## src/rtl/ctrl_packet_encoder.sv

```systemverilog
// Command queue feeding a packet-issue FSM; tracks per-unit compute busy flags.
// Define CTRL_PACKET_ENCODER_PERF_CNT_EN to add the pkt_count / stall_count outputs.
module ctrl_packet_encoder #(
  parameter int FIFO_DEPTH = 4,
  parameter int NUM_UNITS  = 4
) (
  input  logic                 clk,
  input  logic                 rst_n,
  input  logic                 cmd_valid,
  output logic                 cmd_ready,
  input  logic [13:0]          cmd,
  output logic                 pkt_valid,
  input  logic                 pkt_ready,
  output logic [13:0]          pkt,
  input  logic [NUM_UNITS-1:0] unit_done,
  output logic [NUM_UNITS-1:0] unit_busy
`ifdef CTRL_PACKET_ENCODER_PERF_CNT_EN
  ,
  output logic [15:0]          pkt_count,
  output logic [15:0]          stall_count
`endif
);

  localparam int         AW      = $clog2(FIFO_DEPTH);
  localparam logic [1:0] OP_NOP  = 2'b00;
  localparam logic [1:0] OP_COMP = 2'b11;

  typedef enum logic [1:0] {IDLE, ISSUE, WAIT_UNIT} state_e;

  state_e               state_q, state_d;
  logic [AW:0]          wr_ptr_q, rd_ptr_q, count;
  logic [AW-1:0]        next_idx;
  logic [13:0]          mem_q [FIFO_DEPTH];
  logic [13:0]          pkt_q, pkt_d, head, next_head;
  logic [NUM_UNITS-1:0] unit_busy_q, unit_busy_d, busy_set;
  logic                 full, empty, push, pop, load_pkt, handshake;
  logic                 head_xmit, head_stall, next_avail, next_xmit, next_stall;

  function automatic logic is_xmit(input logic vld, input logic [1:0] op);
    return vld && (op != OP_NOP);
  endfunction

  function automatic logic is_busy(input logic [NUM_UNITS-1:0] vec, input logic [1:0] id);
    is_busy = 1'b0;
    for (int i = 0; i < NUM_UNITS; i++)
      if (int'(id) == i) is_busy = vec[i];
  endfunction

  // Extra pointer MSB separates full (MSBs differ) from empty (pointers equal).
  assign count     = wr_ptr_q - rd_ptr_q;
  assign empty     = (wr_ptr_q == rd_ptr_q);
  assign full      = (wr_ptr_q[AW] != rd_ptr_q[AW]) && (wr_ptr_q[AW-1:0] == rd_ptr_q[AW-1:0]);
  assign cmd_ready = !full;
  assign push      = cmd_valid && !full;
  assign next_idx  = rd_ptr_q[AW-1:0] + AW'(1);
  assign head      = mem_q[rd_ptr_q[AW-1:0]];
  assign next_head = mem_q[next_idx];

  assign pkt_valid = (state_q == ISSUE);
  assign handshake = pkt_valid && pkt_ready;

  always_comb begin
    busy_set = '0;
    for (int i = 0; i < NUM_UNITS; i++)
      busy_set[i] = handshake && (pkt_q[11:10] == OP_COMP) && (int'(pkt_q[13:12]) == i);
  end

  // A compute issued in the same cycle as its unit's done pulse leaves the unit busy.
  assign unit_busy_d = (unit_busy_q & ~unit_done) | busy_set;

  assign head_xmit  = is_xmit(head[3], head[11:10]);
  assign head_stall = is_busy(unit_busy_q, head[13:12]);
  assign next_avail = (count > (AW+1)'(1));
  assign next_xmit  = is_xmit(next_head[3], next_head[11:10]);
  assign next_stall = is_busy(unit_busy_d, next_head[13:12]);

  always_ff @(posedge clk or negedge rst_n) begin
    if (!rst_n) state_q <= IDLE;
    else        state_q <= state_d;
  end

  // NOTE: every always_comb output gets a default first so no latch is inferred.
  always_comb begin
    state_d = state_q;
    unique case (state_q)
      IDLE:      if (!empty && head_xmit) state_d = head_stall ? WAIT_UNIT : ISSUE;
      WAIT_UNIT: if (!head_stall) state_d = ISSUE;
      ISSUE: begin
        if (pkt_ready) begin
          if (!next_avail || !next_xmit) state_d = IDLE;
          else                           state_d = next_stall ? WAIT_UNIT : ISSUE;
        end
      end
      default:   state_d = IDLE;
    endcase
  end

  always_comb begin
    pop      = 1'b0;
    load_pkt = 1'b0;
    pkt_d    = head;
    unique case (state_q)
      IDLE: begin
        pop      = !empty && !head_xmit;
        load_pkt = (state_d == ISSUE);
      end
      WAIT_UNIT: load_pkt = (state_d == ISSUE);
      ISSUE: begin
        pop      = pkt_ready;
        load_pkt = pkt_ready && (state_d == ISSUE);
        pkt_d    = next_head;
      end
      default: ;
    endcase
  end

  // NOTE: sequential state uses non-blocking assignments so every register samples pre-edge values.
  always_ff @(posedge clk or negedge rst_n) begin
    if (!rst_n) begin
      wr_ptr_q    <= '0;
      rd_ptr_q    <= '0;
      pkt_q       <= 14'h0;
      unit_busy_q <= '0;
    end else begin
      if (push)     wr_ptr_q <= wr_ptr_q + (AW+1)'(1);
      if (pop)      rd_ptr_q <= rd_ptr_q + (AW+1)'(1);
      if (load_pkt) pkt_q    <= pkt_d;
      unit_busy_q <= unit_busy_d;
    end
  end

  // NOTE: queue storage is not reset; the pointers alone decide which entries are live.
  always_ff @(posedge clk) begin
    if (push) mem_q[wr_ptr_q[AW-1:0]] <= cmd;
  end

  assign pkt       = pkt_q;
  assign unit_busy = unit_busy_q;

`ifdef CTRL_PACKET_ENCODER_PERF_CNT_EN
  logic [15:0] pkt_cnt_q, stall_cnt_q;

  always_ff @(posedge clk or negedge rst_n) begin
    if (!rst_n) begin
      pkt_cnt_q   <= 16'h0;
      stall_cnt_q <= 16'h0;
    end else begin
      if (handshake && (pkt_cnt_q != 16'hFFFF))
        pkt_cnt_q <= pkt_cnt_q + 16'd1;
      if ((state_q == WAIT_UNIT) && (stall_cnt_q != 16'hFFFF))
        stall_cnt_q <= stall_cnt_q + 16'd1;
    end
  end

  assign pkt_count   = pkt_cnt_q;
  assign stall_count = stall_cnt_q;
`else
  // Counter-free build: no performance ports exist.
`endif

endmodule
```

## config.mk

```make
export PLATFORM = sky130hd
export DESIGN_NAME = ctrl_packet_encoder
export DESIGN_NICKNAME = d
export VERILOG_FILES = /design/src/rtl/ctrl_packet_encoder.sv
export SDC_FILE = /design/constraint.sdc
export NUM_CORES = 1
export LEC_CHECK = 0
export BUFFER_PORTS_ARGS = -buffer_cell sky130_fd_sc_hd__clkbuf_2
export CORE_ASPECT_RATIO = 1.25
export CORE_MARGIN = 2
export CORE_UTILIZATION = 45
export CTS_CLUSTER_DIAMETER = 120
export DETAILED_ROUTE_END_ITERATION = 6
export PLACE_DENSITY = 0.69
export REMOVE_ABC_BUFFERS = 1
export SETUP_SLACK_MARGIN = 0.5
export SYNTH_ARGS = -nofsm -noshare
export SYNTH_HDL_FRONTEND = slang
export SYNTH_SLANG_ARGS = --single-unit
```

## constraint.sdc

```tcl
create_clock -name clk -period 2.65 [get_ports clk]
set_input_delay 0.265 -clock clk [delete_from_list [all_inputs] [get_ports clk]]
set_output_delay 0.265 -clock clk [all_outputs]
set_load 0.05 [all_outputs]
```

# Word level (Yosys, flattened, before mapping)
# Memories as Yosys holds them, arrays and structs flattened.
# Cells that the tools add are included.
classes:
  addsub: 4
  order_cmp: 1
  n_eq_ne: 16
  muxes: 20
  bitwise: 3
  reduce_logical: 26
ops:
  columns: ["operator", "n"]
  rows:
  - ["equality test 2 bit (second input constant)", 8]
  - ["2-to-1 mux 14 bit", 1]
  - ["logical AND 1 bit", 13]
  - ["2-to-1 mux 2 bit", 6]
  - ["equality test 2 x 1 -> 1 bit (second input constant)", 5]
  - ["2-to-1 mux 1 bit", 10]
  - ["zero test 2 bit", 4]
  - ["adder 3 x 1 -> 3 bit (second input constant)", 2]
  - ["case mux 2 bit (3 select lines)", 1]
  - ["zero test 1 bit", 5]
  - ["AND 4 bit", 1]
  - ["NOT 4 bit", 1]
  - ["bitwise OR 4 bit", 1]
  - ["case mux 1 bit (2 select lines)", 2]
  - ["nonzero test 2 bit", 2]
  - ["equality test 3 bit", 1]
  - ["> comparator 3 x 1 -> 1 bit (second input constant)", 1]
  - ["subtractor 3 bit", 1]
  - ["adder 2 x 1 -> 2 bit (second input constant)", 1]
  - ["equality test 2 bit", 1]
  - ["OR reduction 2 bit", 1]
  - ["logical OR 1 bit", 1]
  - ["inequality test 1 bit", 1]
totals:
  register_bits: 26
  ramBits: 56
  inputBits: 22
  out_inout_bits: 20
  elab_cells: 76
  memories: 1
mem_list:
  columns: ["memory", "words", "width", "read_ports", "rd_clocked_by_memory_dff", "write_ports", "line_no", "source"]
  rows:
  - ["mem_q", 4, 14, 2, 0, 1, "33", "logic [13:0] mem_q [FIFO_DEPTH];"]

# Logic depth before layout (Yosys ltp)
# Gate-level depths: netlist of run 1.
logic_depth:
  depth_word: 16
  mapped_depth: 11
  ltp_nobuf: 9

# Worst setup path before layout of run 1
# No wires, ideal clock.
synth_path:
  path_kind: "flip-flop to flip-flop"
  startpoint: "register rd_ptr_q[0]"
  endpoint: "register pkt_q[13] (netlist: pkt[13])"
  setup_time_ps: 125
  arrival_time_ps: 2717
  required_time_ps: 2525
  path_slack_ps: -193
  stages_incl_launch_ff: 10
  n_path_buf: 2
  synth_period_minus_slack_ps: 2843
  path_cell_list: "dfrtp_1 > ha_1 > buf_2 > mux4_2 > xnor2_2 > a311oi_2 > o211ai_2 > a211oi_4 > buf_8 > mux2_4"
synth_between:
  elab_chain_cells: 14
  elab_cells_between_ends: 41
  classes_between: "add/sub (2); order compare (1); eq/ne (8); mux (17); reduce/logical (12); memory (1)"
synth_rtl:
  columns: ["item", "line_no", "source"]
  rows:
  - ["start, declared", "31", "logic [AW:0] wr_ptr_q, rd_ptr_q, count;"]
  - ["start signal, assigned", "126", "if (pop) rd_ptr_q <= rd_ptr_q + (AW+1)'(1);"]
  - ["adder 2 x 1 -> 2 bit (*)", "55", "assign next_idx = rd_ptr_q[AW-1:0] + AW'(1);"]
  - ["named net next_idx[1]", "32", "logic [AW-1:0] next_idx;"]
  - ["memory (4 x 14 bit) (*)", null, null]
  - ["zero test 2 bit", "46", "if (int'(id) == i) is_busy = vec[i];"]
  - ["2-to-1 mux 1 bit (4 in a row)", "46", null]
  - ["2-to-1 mux 2 bit", "91", "else state_d = next_stall ? WAIT_UNIT : ISSUE;"]
  - ["2-to-1 mux 2 bit", "90", "if (!next_avail || !next_xmit) state_d = IDLE;"]
  - ["2-to-1 mux 2 bit", "89", "if (pkt_ready) begin"]
  - ["case mux 2 bit (3 select lines)", "85", "unique case (state_q)"]
  - ["equality test 2 x 1 -> 1 bit", "105, 107, 110", null]
  - ["logical AND 1 bit", "110", "load_pkt = pkt_ready && (state_d == ISSUE);"]
  - ["case mux 1 bit (2 select lines)", "102", "unique case (state_q)"]
  - ["end signal, assigned", "127", "if (load_pkt) pkt_q <= pkt_d;"]
  - ["end, declared", "34", "logic [13:0] pkt_q, pkt_d, head, next_head;"]
# Mark *: on every way through the listed nets, which the timed path passes. The rest lies on a longest branch.
# A chain may end at the register's enable or synchronous reset.

# Worst setup path in the final report of run 1
layout_path:
  startpoint: "register rd_ptr_q[0]"
  endpoint: "register pkt_q[2] (netlist: pkt[2])"
layout_between:
  elab_chain_cells: 14
  elab_cells_between_ends: 41
  classes_between: "add/sub (2); order compare (1); eq/ne (8); mux (17); reduce/logical (12); memory (1)"
layout_rtl:
  columns: ["item", "line_no"]
  rows:
  - ["adder 2 x 1 -> 2 bit", "55"]
  - ["memory (4 x 14 bit)", null]
  - ["zero test 2 bit", "46"]
  - ["2-to-1 mux 1 bit (4 in a row)", "46"]
  - ["2-to-1 mux 2 bit", "91"]
  - ["2-to-1 mux 2 bit", "90"]
  - ["2-to-1 mux 2 bit", "89"]
  - ["case mux 2 bit (3 select lines)", "85"]
  - ["equality test 2 x 1 -> 1 bit", "105, 107, 110"]
  - ["logical AND 1 bit", "110"]
  - ["case mux 1 bit (2 select lines)", "102"]
# Several ways; a longest one is shown, not always the timed one.

==> impl_metrics.env, run 1 <==
export IMPL_status="complete, but fails checks"
export IMPL_violations="setup timing"
export IMPL_fin_setup_tns_ns=-0.961
export IMPL_hold_viol=0
export IMPL_slew_violations=0
export IMPL_crit_buf_inv=3
export IMPL_max_slew_margin_pct=55.5
export IMPL_clkSinkCount=82
export IMPL_reg2reg_setup_slack_ns=-0.09
export IMPL_seq_area_frac_synth_pct=58.8
export IMPL_clock_path_buffers=2
export IMPL_firstDrtPassIters=4
export IMPL_drive_above_1_share_pct=42.0
export IMPL_crit_type="flip-flop to flip-flop"
export IMPL_hold_class="input port to flip-flop"
export IMPL_drtIter0Drc=164
export IMPL_final_cell_mix="edfxtp_1, nand2_1, clkbuf_2"
export IMPL_drcViolationCount=0
export IMPL_gp_congestion=0.784
export IMPL_die_height_um=109
export IMPL_critPathMaxStageDelay_ns=0.59
export IMPL_clock_skew_ns=0.00629
export IMPL_place_ws_ns=-0.216
export IMPL_synth_ff_type="edfxtp_1"
export IMPL_core_area_um2=8610
export IMPL_yosys_register_bits=82
export IMPL_cts_root_buffer="clkbuf_8"
export IMPL_synthesis_area_um2=3970
export IMPL_rows=38
export IMPL_cts_made_buffers=9
export IMPL_synth_top_family_by_area="multiplexers"
export IMPL_area_growth_synth_to_final_pct=18.4
export IMPL_grt_use_total_pct=16.8
export IMPL_required_ns=2.89
export IMPL_fmax_ghz=0.365
export IMPL_ir_worst_vdd_v=0.000610
export IMPL_synth_cell_types=39
export IMPL_syn_inst=248
export IMPL_htreeDepth=3
export IMPL_synth_compound_area_share_pct=4.73
export IMPL_synth_edf_count=56
export IMPL_crit_family="multiplexers"
export IMPL_ys_warn_count=0
export IMPL_wl_per_cell_um=17.1
export IMPL_cp_common_cell="buf_6"
export IMPL_grt_pass1_vias=2382
export IMPL_globalRoute_totalOverflow=0
export IMPL_async_reset_ff_share_pct=31.7
export IMPL_maxCapViolCount=0
export IMPL_synth_fa_ha_area_share_pct=2.71
export IMPL_cts_tree="built"
export IMPL_drt_vias_per_instance=5.25
export IMPL_final_util_pct=54.6
export IMPL_worstSetupEndpointType="flip-flop"
export IMPL_crit_chain="buf_6 -> mux4_2 -> xnor2_2 -> a311oi_2 -> o211ai_2 -> a211oi_4 -> buf_6 -> buf_12 -> mux2_4"
export IMPL_synth_simple_gate_area_share_pct=6.59
export IMPL_power_density_nw_per_um2=1460
export IMPL_place_inst=420
export IMPL_die_area_um2=9590
export IMPL_grt_antenna_before_repair=0
export IMPL_synth_mux_area_share_pct=22.5
export IMPL_nets=344
export IMPL_synth_xor_area_share_pct=2.11
export IMPL_dp_hpwl_mm=5.31
export IMPL_chipWidth_um=88.0
export IMPL_final_setup_worst_slack_ns=-0.0924
export IMPL_fin_cells=439
export IMPL_p_total_mw=6.84
export IMPL_fill_cells=703
export IMPL_startpoint_type="flip-flop"
export IMPL_initial_core_util_pct=46.1
export IMPL_vias=2305
export IMPL_arrival_ns=2.98
export IMPL_grt_max_degree=27
export IMPL_post_route_period_util_pct=103
export IMPL_clock_latency_ns=0.35
export IMPL_grt_setup_unrepaired="yes"
export IMPL_mostFrequentLayoutCell="edfxtp_1"
export IMPL_n_antenna_cell=0
export IMPL_syn_mean_instance_area_um2=16.0
export IMPL_period_needed_ns=2.74
export IMPL_slowest_stage="mux4_2"
export IMPL_crit_fanout=7
export IMPL_pin_count=42
export IMPL_worstMarginPinSlew_ns=0.667
export IMPL_finalSetupViolCount=13
export IMPL_grt_pass1_wl_mm=11.8
export IMPL_p_leak_nw=1.91
export IMPL_ant_nets=0
export IMPL_clk_pin_slew_ns=0.09
export IMPL_wirelength_mm=7.52
export IMPL_io_buffers=41
## cells by family after synthesis
family,Yosys count
AO/OA/AOI/OAI,20
XOR/XNOR,7
adder cells (fa/ha/maj),8
buffers and inverters,21
flip-flops,82
multiplexers,49
AND/OR/NAND/NOR,61
## sequential cells by signal, summed over array words and instances, names as in the netlist
signal,flops
wr_ptr_q,3
state_q,2
unit_busy,4
rd_ptr_q,3
pkt,14
mem_q,56
## worst reg2reg max path: cells and delay by family (launching register included)
| family | cells | cell delay [ns] |
|---|---|---|
| xor gates and xnor gates | 1 | 0.19 |
| AOI/OAI and AO/OA | 3 | 0.71 |
| DFF | 1 | 0.42 |
| muxes | 2 | 0.89 |
| buffers and inverters | 3 | 0.42 |
## final cells by class
class | instances | area [um2] | share of cell area [%]
clock buffer | 10 | 128 | 2.72
inverter | 9 | 33.8 | 0.719
timing repair buffer | 67 | 438 | 9.32
sequential | 82 | 2330 | 49.7
tap | 120 | 150 | 3.19
multi-input combinational | 145 | 1570 | 33.3
clock inverter | 6 | 50.0 | 1.06
## report_power, final
part           switching [mW]  internal [mW]  total [mW]  leakage, nW
Sequential              0.248           1.79        2.04        0.830
Clock                   0.474          0.354       0.827       0.0892
Combinational            2.01           1.97        3.97        0.991
## path summary, 6_finish.rpt
check | start | cells after the start | to
min in group asynchronous | rst_n | 2 | pkt[5]$_DFFE_PN0P_
worst max register to register | rd_ptr_q[0]$_DFFE_PN0P_ | 9 | pkt[2]$_DFFE_PN0P_
max in group asynchronous | rst_n | 2 | state_q[0]$_DFF_PN0_
worst min-delay path | cmd[3] | 1 | mem_q[3][3]$_DFFE_PP_
worst min register to register | rd_ptr_q[2]$_DFFE_PN0P_ | 1 | rd_ptr_q[2]$_DFFE_PN0P_
worst max-delay path | rd_ptr_q[0]$_DFFE_PN0P_ | 9 | pkt[2]$_DFFE_PN0P_
## stage by stage
| step | instance area, um2 | hold WS [ns] |
|---|---|---|
| floorplan | 3900 | -0.0306 |
| detailed placement | 4440 | 0.344 |
| global route | 4700 | 0.105 |
| CTS | 4700 | 0.114 |
| global placement | 4440 | 0.328 |
| finish | 4700 | 0.124 |
## metal layers
metal	wire length, um	track usage [%]
met1	3050	20.0
met2	4130	30.0
met3	209	3.18
met4	121	5.93
met5	0	0
## timing repair
item / CTS / global route
gates resized for setup: 12 / 2
pin swaps: 4 / 1
endpoints found under the hold margin: 26 / 0
buffers inserted: 2 / 0
hold buffers: 1 / 0
endpoints found under the setup margin: 17 / 20
## synth_stat cells, types with 2 or more instances
master / instances / area [um2]
mux4_2: 28 / 631
mux2_4: 9 / 135
nand2b_1: 5 / 31.3
o221a_1: 2 / 22.5
nand3_1: 3 / 15.0
nor2_1: 5 / 18.8
and3_1: 5 / 31.3
edfxtp_1: 56 / 1680
nand2_1: 41 / 154
mux2i_1: 6 / 60.1
dfrtp_1: 26 / 651
ha_1: 7 / 87.6
o41ai_1: 2 / 17.5
xor2_1: 3 / 26.3
mux2_2: 6 / 67.6
o21ai_0: 4 / 20.0
clkbuf_1: 5 / 18.8
xnor2_1: 2 / 17.5
inv_1: 9 / 33.8
o21bai_1: 2 / 15.0
buf_1: 3 / 11.3
a311oi_2: 2 / 30.0
Power figures use the tool's default switching activity.
==> inputs of run 2 (changes only) <==
--- a/config.mk
+++ b/config.mk
@@ -8,10 +8,10 @@
 export BUFFER_PORTS_ARGS = -buffer_cell sky130_fd_sc_hd__clkbuf_2
 export CORE_ASPECT_RATIO = 1.25
 export CORE_MARGIN = 2
-export CORE_UTILIZATION = 45
+export CORE_UTILIZATION = 30
 export CTS_CLUSTER_DIAMETER = 120
 export DETAILED_ROUTE_END_ITERATION = 6
-export PLACE_DENSITY = 0.69
+export PLACE_DENSITY = 0.51
 export REMOVE_ABC_BUFFERS = 1
 export SETUP_SLACK_MARGIN = 0.5
 export SYNTH_ARGS = -nofsm -noshare
==> constraint.sdc (replaced) <==
create_clock -name clk -period 2.65 [get_ports clk]
set_input_delay 0 -clock clk [delete_from_list [all_inputs] [get_ports clk]]
set_output_delay 0 -clock clk [all_outputs]
set_load 0.05 [all_outputs]
==> run 2 against run 1 <==
  * The run still ends with setup timing left
  * Cell area grew 9.7%
  * Register-to-register slack gained 0.02 ns
  * First-iteration DRC count shrank 48%
  * Global-route usage shrank 3.9 points
  * Clock power grew 69%
  * Via count grew 4.2%
  * Routed wire length grew 13%
  * Critical path type unchanged
  * Sequential share of layout area shrank 4.4 points
  * Core utilization shrank 15 points
  * Critical path depth grew 1
  * Total power grew 10%
  * Largest cell class unchanged
  * Die area grew 48%
==> impl_metrics.env, run 2 (same netlist as run 1, synthesis figures left out) <==
export IMPL_slowest_stage="dfrtp_2"
export IMPL_final_setup_worst_slack_ns=-0.0706
export IMPL_crit_chain="ha_4 -> buf_6 -> mux4_2 -> o221a_1 -> nand3_1 -> nor3_1 -> buf_4 -> a211oi_4 -> buf_6 -> mux2_4"
export IMPL_crit_buf_inv=3
export IMPL_grt_antenna_before_repair=0
export IMPL_grt_pass1_vias=2541
export IMPL_gp_congestion=0.806
export IMPL_clock_path_buffers=2
export IMPL_initial_core_util_pct=30.4
export IMPL_grt_max_degree=27
export IMPL_r2r_cells=10
export IMPL_vias=2402
export IMPL_crit_family="multiplexers"
export IMPL_hold_class="input port to flip-flop"
export IMPL_worstMarginPinSlew_ns=0.719
export IMPL_hold_viol=0
export IMPL_final_cell_mix="edfxtp_1, nand2_1, clkbuf_2"
export IMPL_holdWs_ns=0.0475
export IMPL_maxCapViolCount=0
export IMPL_die_area_um2=14200
export IMPL_nets=368
export IMPL_startpoint_type="flip-flop"
export IMPL_crit_fanout=11
export IMPL_clk_pin_slew_ns=0.06
export IMPL_core_area_um2=13100
export IMPL_htreeDepth=3
export IMPL_die_height_um=133
export IMPL_post_route_period_util_pct=103
export IMPL_io_buffers=41
export IMPL_globalRoute_totalOverflow=0
export IMPL_p_total_mw=7.55
export IMPL_violations="setup timing"
export IMPL_ant_nets=0
export IMPL_critPathMaxStageDelay_ns=0.44
export IMPL_worstSetupEndpointType="flip-flop"
export IMPL_chipWidth_um=107
export IMPL_clock_latency_ns=0.33
export IMPL_status="complete, but fails checks"
export IMPL_rows=47
export IMPL_wl_per_cell_um=16.5
export IMPL_largest_reg_flops=56
export IMPL_r2r_end="pkt[9]$_DFFE_PN0P_"
export IMPL_grt_pass1_wl_mm=13.6
export IMPL_mostFrequentLayoutCell="edfxtp_1"
export IMPL_n_antenna_cell=0
export IMPL_reg2reg_setup_slack_ns=-0.07
export IMPL_grt_setup_unrepaired="yes"
export IMPL_grt_use_total_pct=12.9
export IMPL_crit_type="flip-flop to flip-flop"
export IMPL_drcViolationCount=0
export IMPL_area_growth_synth_to_final_pct=29.9
export IMPL_p_leak_nw=2.09
export IMPL_crit_path_end="pkt[9]$_DFFE_PN0P_"
export IMPL_clock_skew_ns=0.00661
export IMPL_power_density_nw_per_um2=1470
export IMPL_cp_common_cell="buf_6"
export IMPL_firstDrtPassIters=4
export IMPL_r2r_start="rd_ptr_q[1]$_DFFE_PN0P_"
export IMPL_slew_violations=0
export IMPL_period_needed_ns=2.72
export IMPL_cts_made_buffers=9
export IMPL_fill_cells=1217
export IMPL_clkSinkCount=82
export IMPL_pin_count=42
export IMPL_cp_startpoint="rd_ptr_q[1]$_DFFE_PN0P_"
export IMPL_required_ns=2.86
export IMPL_dp_hpwl_mm=5.80
export IMPL_crit_cells=10
export IMPL_wirelength_mm=8.46
export IMPL_cts_root_buffer="clkbuf_16"
export IMPL_max_slew_margin_pct=52.0
export IMPL_fmax_ghz=0.368
export IMPL_drtIter0Drc=85
export IMPL_ir_worst_vdd_v=0.000509
export IMPL_arrival_ns=2.94
export IMPL_drt_vias_per_instance=4.67
export IMPL_finalSetupViolCount=14
export IMPL_cts_tree="built"
export IMPL_drive_above_1_share_pct=41.4
[run 2: cell types whose count changed in the layout (fill, tap and decap cells not counted), sizes merged]
cell	previous run	this run
bufinv	0	3
buf	26	31
inv	12	10
dlygate4sd3	1	19
[run 2: cell type report]
cell class / count / area (um2) / area share (%)
Clock buffer: 9 / 225 / 4.37
Clock inverter: 7 / 115 / 2.23
Inverter: 9 / 33.8 / 0.655
Multi-Input combinational cell: 145 / 1570 / 30.4
Sequential cell: 82 / 2330 / 45.3
Tap cell: 171 / 214 / 4.15
Timing Repair Buffer: 91 / 663 / 12.9
[run 2: how the worst min path moves through the flow]
stage	start	endpoint	slack (ns)	cells past startpoint
finish	pkt_ready	unit_busy[1]$_DFF_PN0_	0.05	3
global route	pkt_ready	unit_busy[1]$_DFF_PN0_	0.07	3
CTS	pkt_ready	unit_busy[1]$_DFF_PN0_	0.04	3
detailed placement	rst_n	pkt[3]$_DFFE_PN0P_	0.10	1
global placement	rst_n	pkt[1]$_DFFE_PN0P_	0.09	1
floorplan	rst_n	pkt[0]$_DFFE_PN0P_	-0.30	0
[run 2: tightest hold or removal path: cells and delay by family]
family,cells,cell delay (ns)
AOI/OAI and AO/OA,1,0.08
buffers and inverters,1,0.12
and+or+nand+nor,1,0.14
[run 2: report_power, final]
| part | total [mW] | internal [mW] | switching, mW |
|---|---|---|---|
| clock network | 1.40 | 0.918 | 0.478 |
| logic | 4.10 | 2.02 | 2.08 |
| registers | 2.06 | 1.79 | 0.267 |
| total | 7.55 | 4.73 | 2.82 |
[run 2: timing repair]
item	4_1_cts	5_1_grt
resized for setup	15	3
pin swaps	7	7
endpoints found under the hold margin	86	0
setup endpoints to repair	19	19
hold buffers	19	0
setup buffers	5	1
[run 2: per-layer routing]
layer  share of wire [%]  vias to the layer above  track usage [%]
li1                    -                     1127                -
met4                 3.4                        0             7.07
met1                  43                     1203             16.1
met5                   0                        -                0
met2                  50                       57             21.4
met3                 3.3                       15             1.92
[run 2: stage by stage]
step | setup slack (ns) | setup TNS, ns | instances | area (um2) | util, %
2_1_floorplan | -1.34 | -31.00 | 236 | 3900 | -
3_3_place_gp | -0.155 | -1.99 | 473 | 4510 | 34.5
3_5_place_dp | -0.210 | -2.55 | 473 | 4510 | 34.5
4_1_cts | -0.131 | -1.69 | 513 | 5140 | 39.4
5_1_grt | -0.170 | -2.23 | 514 | 5150 | 39.5
6_report | -0.0706 | -0.828 | 514 | 5150 | 39.5
==> inputs of run 3 (changes only) <==
==> constraint.sdc (replaced) <==
create_clock -name clk -period 2.3 [get_ports clk]
set_input_delay 0.115 -clock clk [delete_from_list [all_inputs] [get_ports clk]]
set_output_delay 0.115 -clock clk [all_outputs]
set_load 0.05 [all_outputs]
==> run 3 against run 2 <==
  * The run still ends with setup timing left
  * Total power grew 20%
  * First-iteration DRC count grew 33%
  * Final cell count grew 0.19%
  * Flip-flop and latch count is the same
==> impl_metrics.env, run 3 (same netlist as run 1, synthesis figures left out) <==
export IMPL_gp_congestion=0.787
export IMPL_wirelength_mm=8.68
export IMPL_drcViolationCount=0
export IMPL_fmax_ghz=0.367
export IMPL_reg2reg_setup_slack_ns=-0.42
export IMPL_die_height_um=133
export IMPL_startpoint_type="flip-flop"
export IMPL_final_setup_worst_slack_ns=-0.421
export IMPL_hold_viol=0
export IMPL_largest_reg_flops=56
export IMPL_core_area_um2=13100
export IMPL_cp_startpoint="rd_ptr_q[0]$_DFFE_PN0P_"
export IMPL_chipWidth_um=107
export IMPL_post_route_period_util_pct=118
export IMPL_io_buffers=41
export IMPL_cts_root_buffer="clkbuf_16"
export IMPL_drive_above_1_share_pct=46.5
export IMPL_htreeDepth=3
export IMPL_final_cell_mix="edfxtp_1, nand2_1, clkbuf_2"
export IMPL_maxCapViolCount=0
export IMPL_cp_common_cell="buf_6"
export IMPL_ir_worst_vdd_v=0.000698
export IMPL_crit_chain="buf_6 -> mux4_2 -> xnor2_2 -> a311oi_2 -> nor3_1 -> buf_4 -> a211oi_4 -> buf_6 -> mux2_4"
export IMPL_grt_max_degree=27
export IMPL_worstMarginPinSlew_ns=0.736
export IMPL_clkSinkCount=82
export IMPL_slowest_stage="mux4_2"
export IMPL_final_area_um2=5260
export IMPL_drtIter0Drc=113
export IMPL_cts_tree="built"
export IMPL_critPathMaxStageDelay_ns=0.58
export IMPL_worstSetupEndpointType="flip-flop"
export IMPL_mostFrequentLayoutCell="edfxtp_1"
export IMPL_n_antenna_cell=0
export IMPL_grt_setup_unrepaired="yes"
export IMPL_max_slew_margin_pct=50.9
export IMPL_firstDrtPassIters=4
export IMPL_grt_pass1_vias=2463
export IMPL_initial_core_util_pct=30.4
export IMPL_p_leak_nw=2.12
export IMPL_worstHoldStart="cmd[1]"
export IMPL_fin_setup_tns_ns=-5.67
export IMPL_vias=2410
export IMPL_globalRoute_totalOverflow=0
export IMPL_grt_pass1_wl_mm=13.5
export IMPL_ant_nets=0
export IMPL_drt_vias_per_instance=4.68
export IMPL_arrival_ns=2.93
export IMPL_place_ws_ns=-0.526
export IMPL_final_util_pct=40.3
export IMPL_nets=369
export IMPL_clock_path_buffers=2
export IMPL_area_growth_synth_to_final_pct=32.6
export IMPL_grt_use_total_pct=13.0
export IMPL_pin_count=42
export IMPL_clock_skew_ns=0.00901
export IMPL_cts_made_buffers=9
export IMPL_die_area_um2=14200
export IMPL_crit_fanout=7
export IMPL_hold_class="input port to flip-flop"
export IMPL_wl_per_cell_um=16.9
export IMPL_clock_latency_ns=0.33
export IMPL_p_total_mw=9.09
export IMPL_r2r_start="rd_ptr_q[0]$_DFFE_PN0P_"
export IMPL_status="complete, but fails checks"
export IMPL_crit_type="flip-flop to flip-flop"
export IMPL_slew_violations=0
export IMPL_rows=47
export IMPL_finalSetupViolCount=14
export IMPL_violations="setup timing"
export IMPL_power_density_nw_per_um2=1730
export IMPL_period_needed_ns=2.72
export IMPL_placed_cell_area_um2=4630
export IMPL_clk_pin_slew_ns=0.06
export IMPL_dp_hpwl_mm=5.95
export IMPL_grt_antenna_before_repair=0
export IMPL_required_ns=2.51
==> run 3: cell types whose count changed in the layout (fill, tap and decap cells not counted), sizes merged <==
cell         previous run  this run
dlygate4sd3            19         8
clkbuf                 50        52
bufinv                  3         2
buf                    31        42
==> run 3: worst paths after layout <==
path	end	depth (start not counted)
worst max-delay path	pkt[5]$_DFFE_PN0P_	9
worst min-delay path	mem_q[0][1]$_DFFE_PP_	1
worst max register to register	pkt[5]$_DFFE_PN0P_	9
worst min register to register	pkt[9]$_DFFE_PN0P_	1
max in group asynchronous	rd_ptr_q[1]$_DFFE_PN0P_	2
min in group asynchronous	wr_ptr_q[0]$_DFFE_PN0P_	2
==> run 3: layout make-up <==
type                            instances  area, um2
Inverter                                9       33.8
Multi-Input combinational cell        145       1610
Timing Repair Buffer                   92        754
Clock inverter                          6       90.1
Sequential cell                        82       2330
Clock buffer                           10        229
Fill cell                            1247       7790
Tap cell                              171        214
==> run 3: through the flow <==
step	cells	hold slack [ns]
after floorplan	236	-0.181
after global routing	515	0.00474
after CTS	509	0.00137
after detailed placement	483	0.219
after global placement	483	0.210
final	515	0.0112
==> run 3: report_power, final <==
group	leakage [nW]	internal, mW	switching [mW]
logic	1.14	2.69	2.57
registers	0.830	2.06	0.255
clock network	0.153	0.954	0.557
==> run 3: timing repair <==
item                                    CTS  global route
resized for setup                        18            19
hold buffers                              8             0
gates cloned                              0             1
setup buffers                             2             5
endpoints found under the setup margin   78            80
hold endpoints to repair                 53             0
pin swaps                                 8            12
==> run 3: critical path: cells and delay by family (launching register included) <==
kind                      cells  cell delay [ns]
muxes                         2             0.89
AOI/OAI and AO/OA             2             0.53
buffers and inverters         3             0.50
DFF                           1             0.42
xor gates and xnor gates      1             0.18
and+or+nand+nor               1             0.08
==> run 3: metal layers <==
layer	routed length, um	track usage [%]	up-vias	share of wire [%]
met5	0	0	-	0
met4	91	5.34	0	1.0
met3	325	2.27	5	3.7
met2	4540	22.3	58	52
met1	3730	16.1	1218	43
li1	-	-	1129	-
